===== config.mk =====
export PLATFORM = sky130hd
export DESIGN_NAME = bl_mux_scanner
export DESIGN_NICKNAME = d
export VERILOG_FILES = /design/src/rtl/bl_mux_pkg.sv /design/src/rtl/bl_mux_scanner_next_ch.sv /design/src/rtl/bl_mux_scanner.sv
export SDC_FILE = /design/constraint.sdc
export NUM_CORES = 1
export LEC_CHECK = 0
export ABC_AREA = 0
export BUFFER_PORTS_ARGS = -buffer_cell sky130_fd_sc_hd__buf_2
export CORE_ASPECT_RATIO = 1.5
export CORE_UTILIZATION = 35
export CTS_CLUSTER_SIZE = 8
export DETAILED_ROUTE_END_ITERATION = 7
export GPL_TIMING_DRIVEN = 0
export HOLD_SLACK_MARGIN = 0.15
export SETUP_SLACK_MARGIN = 0.5
export SLEW_MARGIN = 0
export SYNTH_ARGS = -nofsm -noshare
export SYNTH_HDL_FRONTEND = slang
export SYNTH_SLANG_ARGS = --single-unit

===== constraint.sdc =====
create_clock -name Clock -period 2.1 [get_ports Clock]
set_clock_uncertainty 0.05 [all_clocks]
set_input_delay 0.42 -clock Clock [delete_from_list [all_inputs] [get_ports Clock]]
set_output_delay 0.42 -clock Clock [all_outputs]
set_load 0.005 [all_outputs]

===== src/rtl/bl_mux_pkg.sv =====
// Shared definitions for the bit-line mux scanner and the mux side.
// Control word layout is defined here once: {EN, A2, A1, A0}.
package bl_mux_pkg;

   localparam int NUM_CH   = 8;
   localparam int EN_BIT   = 3;
   localparam int ADDR_MSB = 2;
   localparam int ADDR_LSB = 0;
   localparam int CH_W     = ADDR_MSB - ADDR_LSB + 1;

   typedef enum logic [2:0] {
      ST_IDLE,
      ST_SELECT,
      ST_SETTLE,
      ST_SAMPLE,
      ST_DONE
   } state_t;

   function automatic logic [EN_BIT:0] ctrl_word(
      input logic            en,
      input logic [CH_W-1:0] addr
   );
      logic [EN_BIT:0] w;
      w                    = '0;
      w[EN_BIT]            = en;
      w[ADDR_MSB:ADDR_LSB] = addr;
      return w;
   endfunction

endpackage


===== src/rtl/bl_mux_scanner_next_ch.sv =====
// Priority finder: lowest set mask bit, either from channel 0
// (first) or strictly above the current channel.
module bl_next_ch
   import bl_mux_pkg::*;
(
   input  logic [NUM_CH-1:0] i_mask,
   input  logic [CH_W-1:0]   i_cur,
   input  logic              i_first,
   output logic              o_found,
   output logic [CH_W-1:0]   o_ch
);

   // Descending sweep so the lowest qualifying bit is the last write.
   always_comb begin
      o_found = 1'b0;
      o_ch    = '0;
      for (int i = NUM_CH - 1; i >= 0; i--) begin
         if (i_mask[i] && (i_first || i > int'(i_cur))) begin
            o_found = 1'b1;
            o_ch    = CH_W'(i);
         end
      end
   end

endmodule


===== src/rtl/bl_mux_scanner.sv =====
// Scans masked bit-line mux channels with break-before-make,
// settle delay and a req/ack sample handshake per channel.
module bl_mux_scanner
   import bl_mux_pkg::*;
#(
   parameter int SETTLE_CYCLES = 16,
   parameter int DATA_WIDTH    = 12
)(
   input  logic                  Clock,
   input  logic                  Reset,
   input  logic                  start,
   input  logic                  abort,
   input  logic [NUM_CH-1:0]     ch_mask,
   output logic [EN_BIT:0]       control_signal,
   output logic                  sample_req,
   input  logic                  sample_ack,
   input  logic [DATA_WIDTH-1:0] sample_data,
   output logic                  result_valid,
   output logic [CH_W-1:0]       result_ch,
   output logic [DATA_WIDTH-1:0] result_data,
   output logic                  busy,
   output logic                  done
);

   state_t                r_state;
   state_t                w_next;
   logic [NUM_CH-1:0]     r_mask;
   logic [NUM_CH-1:0]     w_fmask;
   logic [CH_W-1:0]       r_addr;
   logic [CH_W-1:0]       w_ch;
   logic                  w_found;
   logic                  w_first;
   logic                  w_load;
   logic                  w_ack;
   logic [7:0]            r_cnt;
   logic                  r_en;
   logic                  r_req;
   logic                  r_busy;
   logic                  r_done;
   logic                  r_rv;
   logic [CH_W-1:0]       r_rch;
   logic [DATA_WIDTH-1:0] r_rdata;

   // In IDLE the search runs on the live mask so the first
   // address is ready in the SELECT cycle right after start.
   assign w_first = (r_state == ST_IDLE);
   assign w_fmask = w_first ? ch_mask : r_mask;

   bl_next_ch u_next (
      .i_mask  (w_fmask),
      .i_cur   (r_addr),
      .i_first (w_first),
      .o_found (w_found),
      .o_ch    (w_ch)
   );

   assign w_ack = (r_state == ST_SAMPLE) && sample_ack && !abort;

   always_ff @(posedge Clock or posedge Reset) begin
      if (Reset) begin
         r_state <= ST_IDLE;
      end else begin
         r_state <= w_next;
      end
   end

   always_comb begin
      w_next = r_state;
      w_load = 1'b0;
      if (abort) begin
         w_next = ST_IDLE;
      end else begin
         unique case (r_state)
            ST_IDLE: begin
               if (start) begin
                  w_load = 1'b1;
                  w_next = w_found ? ST_SELECT : ST_DONE;
               end
            end
            ST_SELECT: w_next = ST_SETTLE;
            ST_SETTLE: begin
               if (r_cnt == '0) w_next = ST_SAMPLE;
            end
            ST_SAMPLE: begin
               if (sample_ack) begin
                  w_next = w_found ? ST_SELECT : ST_DONE;
               end
            end
            ST_DONE: w_next = ST_IDLE;
            default: w_next = ST_IDLE;
         endcase
      end
   end

   always_ff @(posedge Clock or posedge Reset) begin
      if (Reset) begin
         r_mask  <= '0;
         r_addr  <= '0;
         r_cnt   <= '0;
         r_en    <= 1'b0;
         r_req   <= 1'b0;
         r_busy  <= 1'b0;
         r_done  <= 1'b0;
         r_rv    <= 1'b0;
         r_rch   <= '0;
         r_rdata <= '0;
      end else begin
         if (w_load) r_mask <= ch_mask;
         if (w_next == ST_SELECT) r_addr <= w_ch;
         if (r_state == ST_SELECT) begin
            r_cnt <= 8'(SETTLE_CYCLES - 1);
         end else if (r_state == ST_SETTLE && r_cnt != '0) begin
            r_cnt <= r_cnt - 8'd1;
         end
         r_en   <= (w_next == ST_SETTLE) || (w_next == ST_SAMPLE);
         r_req  <= (w_next == ST_SAMPLE);
         r_busy <= (w_next != ST_IDLE);
         r_done <= (w_next == ST_DONE);
         r_rv   <= w_ack;
         if (w_ack) begin
            r_rch   <= r_addr;
            r_rdata <= sample_data;
         end
      end
   end

   assign control_signal = ctrl_word(r_en, r_addr);
   assign sample_req     = r_req;
   assign busy           = r_busy;
   assign done           = r_done;
   assign result_valid   = r_rv;
   assign result_ch      = r_rch;
   assign result_data    = r_rdata;

endmodule


==> flow_metrics.env <==
export IMPL_power_density_mw_per_mm2=854
export IMPL_status="complete, but fails checks"
export IMPL_fin_ws_ns=-0.0362
export IMPL_area_growth_pct=49.1
export IMPL_pre_cts_ws_ns=-0.185
export IMPL_synth_top_family_by_area="simple AND/OR/NAND/NOR gates"
export IMPL_drv_cap=0
export IMPL_fin_nets=292
export IMPL_failed_checks="setup timing"
export IMPL_die_height_um=94.4
export IMPL_grt_busiest_layer="met2"
export IMPL_placed_area_mm2=0.00235
export IMPL_grt_pass1_wl_um=7800
export IMPL_hold_class="in -> async"
export IMPL_fmaxAchievable_mhz=468
export IMPL_grt_use_total_pct=17.1
export IMPL_drc=0
export IMPL_synthAdderAreaFrac_pct=1.26
export IMPL_yosys_area_share_simple_pct=16.4
export IMPL_crit_fanout=3
export IMPL_met3_usage_pct=3.50
export IMPL_timing_rr_end="r_cnt[5]$_DFFE_PP0P_"
export IMPL_timing_rr_start="r_state[2]$_DFF_PP0_"
export IMPL_cpMostUsedCell="buf_6"
export IMPL_worstMarginPinSlew_ns=0.864
export IMPL_synthCells=177
export IMPL_initial_core_util_pct=36.3
export IMPL_setup_viol=2
export IMPL_overflow=0
export IMPL_cpPeakStageDelay_ns=0.48
export IMPL_cts_root_buf="clkbuf_8"
export IMPL_io_pins=48
export IMPL_path_class="reg -> reg"
export IMPL_critical_path_required_ns=2.23
export IMPL_reg2reg_slack_ns=-0.04
export IMPL_fp_row_count=33
export IMPL_critPathTopFamily="simple AND/OR/NAND/NOR gates"
export IMPL_cts_htree_levels=2
export IMPL_synthXorXnorAreaFrac_pct=2.64
export IMPL_drtAntennaViolNets=0
export IMPL_yosysMostFrequentCell="dfrtp_1"
export IMPL_muxShareOfSynthArea_pct=12.3
export IMPL_core_area_mm2=0.00549
export IMPL_syn_nets=204
export IMPL_vias_per_cell=5.02
export IMPL_worstSetupStartpointType="flip-flop"
export IMPL_n_antenna_cell=0
export IMPL_hold_ws_ns=0.254
export IMPL_reg2reg_depth=8
export IMPL_synth_top_area_share_pct=51.5
export IMPL_ys_ff_latch=41
export IMPL_synth_top_cell_by_area="dfrtp_1"
export IMPL_clock_sinks=41
export IMPL_clock_path_buffers=2
export IMPL_gp_congestion=0.731
export IMPL_portBuffers=47
export IMPL_end_kind="flip-flop"
export IMPL_numCtsBuffers=5
export IMPL_total_power_w=0.00254
export IMPL_cts_tree="built"
export IMPL_final_hold_violation_count=0
export IMPL_fillers=475
export IMPL_arrival_ns=2.27
export IMPL_synth_main_ff_cell="dfrtp_1"
export IMPL_slew_violations=0
export IMPL_slew_headroom_pct=42.3
export IMPL_drt_iter0_drc=132
export IMPL_setup_tns_ns=-0.0614
export IMPL_met1_usage_pct=19.8
export IMPL_syn_area_per_cell_um2=11.3
export IMPL_drive_gt1_share_pct=54.9
export IMPL_seq_area_frac_synth_pct=51.5
export IMPL_path_cells="buf_6, buf_6, nand2b_4, a311o_2, or4_4, nor3_4, xnor2_1, nor2_1"
export IMPL_synth_compound_area_share_pct=12.2
export IMPL_synth_edf_count=0
export IMPL_postLayoutCellArea_mm2=0.00297
export IMPL_rsz0062_at_grt="yes"
export IMPL_postCtsHoldBufs=0
export IMPL_vias=1688
export IMPL_firstDrtPassIters=6
export IMPL_crit_slowest_cell="or4_4"
export IMPL_yosys_top_cells_count="41 x dfrtp_1, 20 x mux2_2, 16 x nand2_1"
export IMPL_dieArea_mm2=0.00601
export IMPL_hpwl_um=3030
export IMPL_wl_per_cell_um=14.9
export IMPL_grt_max_degree=42
export IMPL_synth_area_leaders="dfrtp_1 51%, mux2_2 11%, nand2_1 3.0%, nor3_2 2.5%, nor2_1 2.4%"
export IMPL_wl_um=5020
export IMPL_antenna_found_initial=0
export IMPL_min_period_ns=2.14
export IMPL_p_leak_nw=1.48
export IMPL_die_x_um=63.6
export IMPL_period_share_pct=102
export IMPL_synth_area_mm2=0.00199
export IMPL_path_buf_inv=2
export IMPL_yosys_warnings=0
export IMPL_grt_pass1_vias=1692
export IMPL_ys_types=46
export IMPL_clkLatencyLatePin_ns=0.29
export IMPL_clk_pin_slew_worst_paths_ns=0.08
export IMPL_met2_usage_pct=30.7
export IMPL_async_flop_share_pct=100
export IMPL_irDropWorstVdd_mv=0.456
## layout by cell type (no fill, tap or decap), types with 2 or more instances in the layout
cell type,instances
a21oi_1,3
and3b_1,2
buf_2,47
buf_4,20
buf_6,17
clkbuf_4,2
clkbuf_8,5
clkinv_2,2
dfrtp_1,39
dfrtp_2,2
ha_1,2
inv_1,10
inv_2,2
mux2_4,19
mux2i_1,2
nand2_1,15
nand3_1,2
nand3b_1,2
nor2_1,11
nor3_4,5
nor4_1,2
nor4_4,2
o21a_1,2
o21ai_1,3
o31ai_1,2
or3_1,2
xnor2_1,4
## state kept, by name, indices dropped and copies added, names as in the netlist
| signal | cells |
|---|---|
| result_ch | 3 |
| r_cnt | 8 |
| r_mask | 7 |
| sample_req | 1 |
| r_en | 1 |
| r_state | 3 |
| result_valid | 1 |
| r_addr | 3 |
| busy | 1 |
| done | 1 |
| result_data | 12 |
## per-layer routing
metal	part of all wire, %	vias up	routed length, um
li1	-	804	-
met1	42	834	2110
met2	53	39	2650
met3	3.3	11	164
met4	2.0	0	101
met5	0	-	0
## layout make-up
class / count / area (um^2) / area share [%]
well taps: 70 / 87.6 / 2.95
flip-flops and latches: 41 / 1030 / 34.6
inverters: 12 / 45.0 / 1.52
clock buffers: 6 / 72.6 / 2.44
multi-input cells: 119 / 1140 / 38.2
plain buffers: 5 / 45.0 / 1.52
repair buffers: 81 / 547 / 18.4
clock inverters: 2 / 10.0 / 0.337
## cells by family after synthesis
| logic type | after synthesis |
|---|---|
| and+or+nand+nor | 58 |
| DFF | 41 |
| AOI/OAI and AO/OA | 31 |
| muxes | 22 |
| buffers and inverters | 17 |
| xor gates and xnor gates | 6 |
| adders and majority gates | 2 |
## worst max path at each step
| stage | start | end | slack (ns) | cells after the start |
|---|---|---|---|---|
| global placement | r_state[0]$_DFF_PP0_ | busy$_DFF_PP0_ | -0.13 | 6 |
| floorplan | r_state[2]$_DFF_PP0_ | busy$_DFF_PP0_ | 0.11 | 6 |
| CTS | r_state[0]$_DFF_PP0_ | busy$_DFF_PP0_ | -0.04 | 6 |
| finish | r_state[2]$_DFF_PP0_ | r_cnt[5]$_DFFE_PP0P_ | -0.04 | 8 |
| detailed placement | r_state[0]$_DFF_PP0_ | busy$_DFF_PP0_ | -0.19 | 6 |
| global route | r_state[2]$_DFF_PP0_ | busy$_DFF_PP0_ | -0.09 | 10 |
## what timing repair did
action                     4_1_cts  5_1_grt
cloned                           1        0
hold endpoints to repair         0        0
resized for setup               33       39
pin swaps                       10        9
setup endpoints to repair       36       38
buffers inserted                25        8
## per-stage QoR
step                      std cells  util, %
after floorplan                 177        -
after global placement          294     42.7
after detailed placement        294     42.7
after CTS                       328     50.8
after global routing            336     54.1
final                           336     54.1
## power by group
part           leakage, nW  switching, W  internal [W]  total (W)
clock network       0.0450      0.000272      0.000231   0.000502
registers            0.525      0.000125      0.000942    0.00107
logic                0.908      0.000444      0.000524   0.000968
Note: power is estimated with default switching activity, not from simulation.
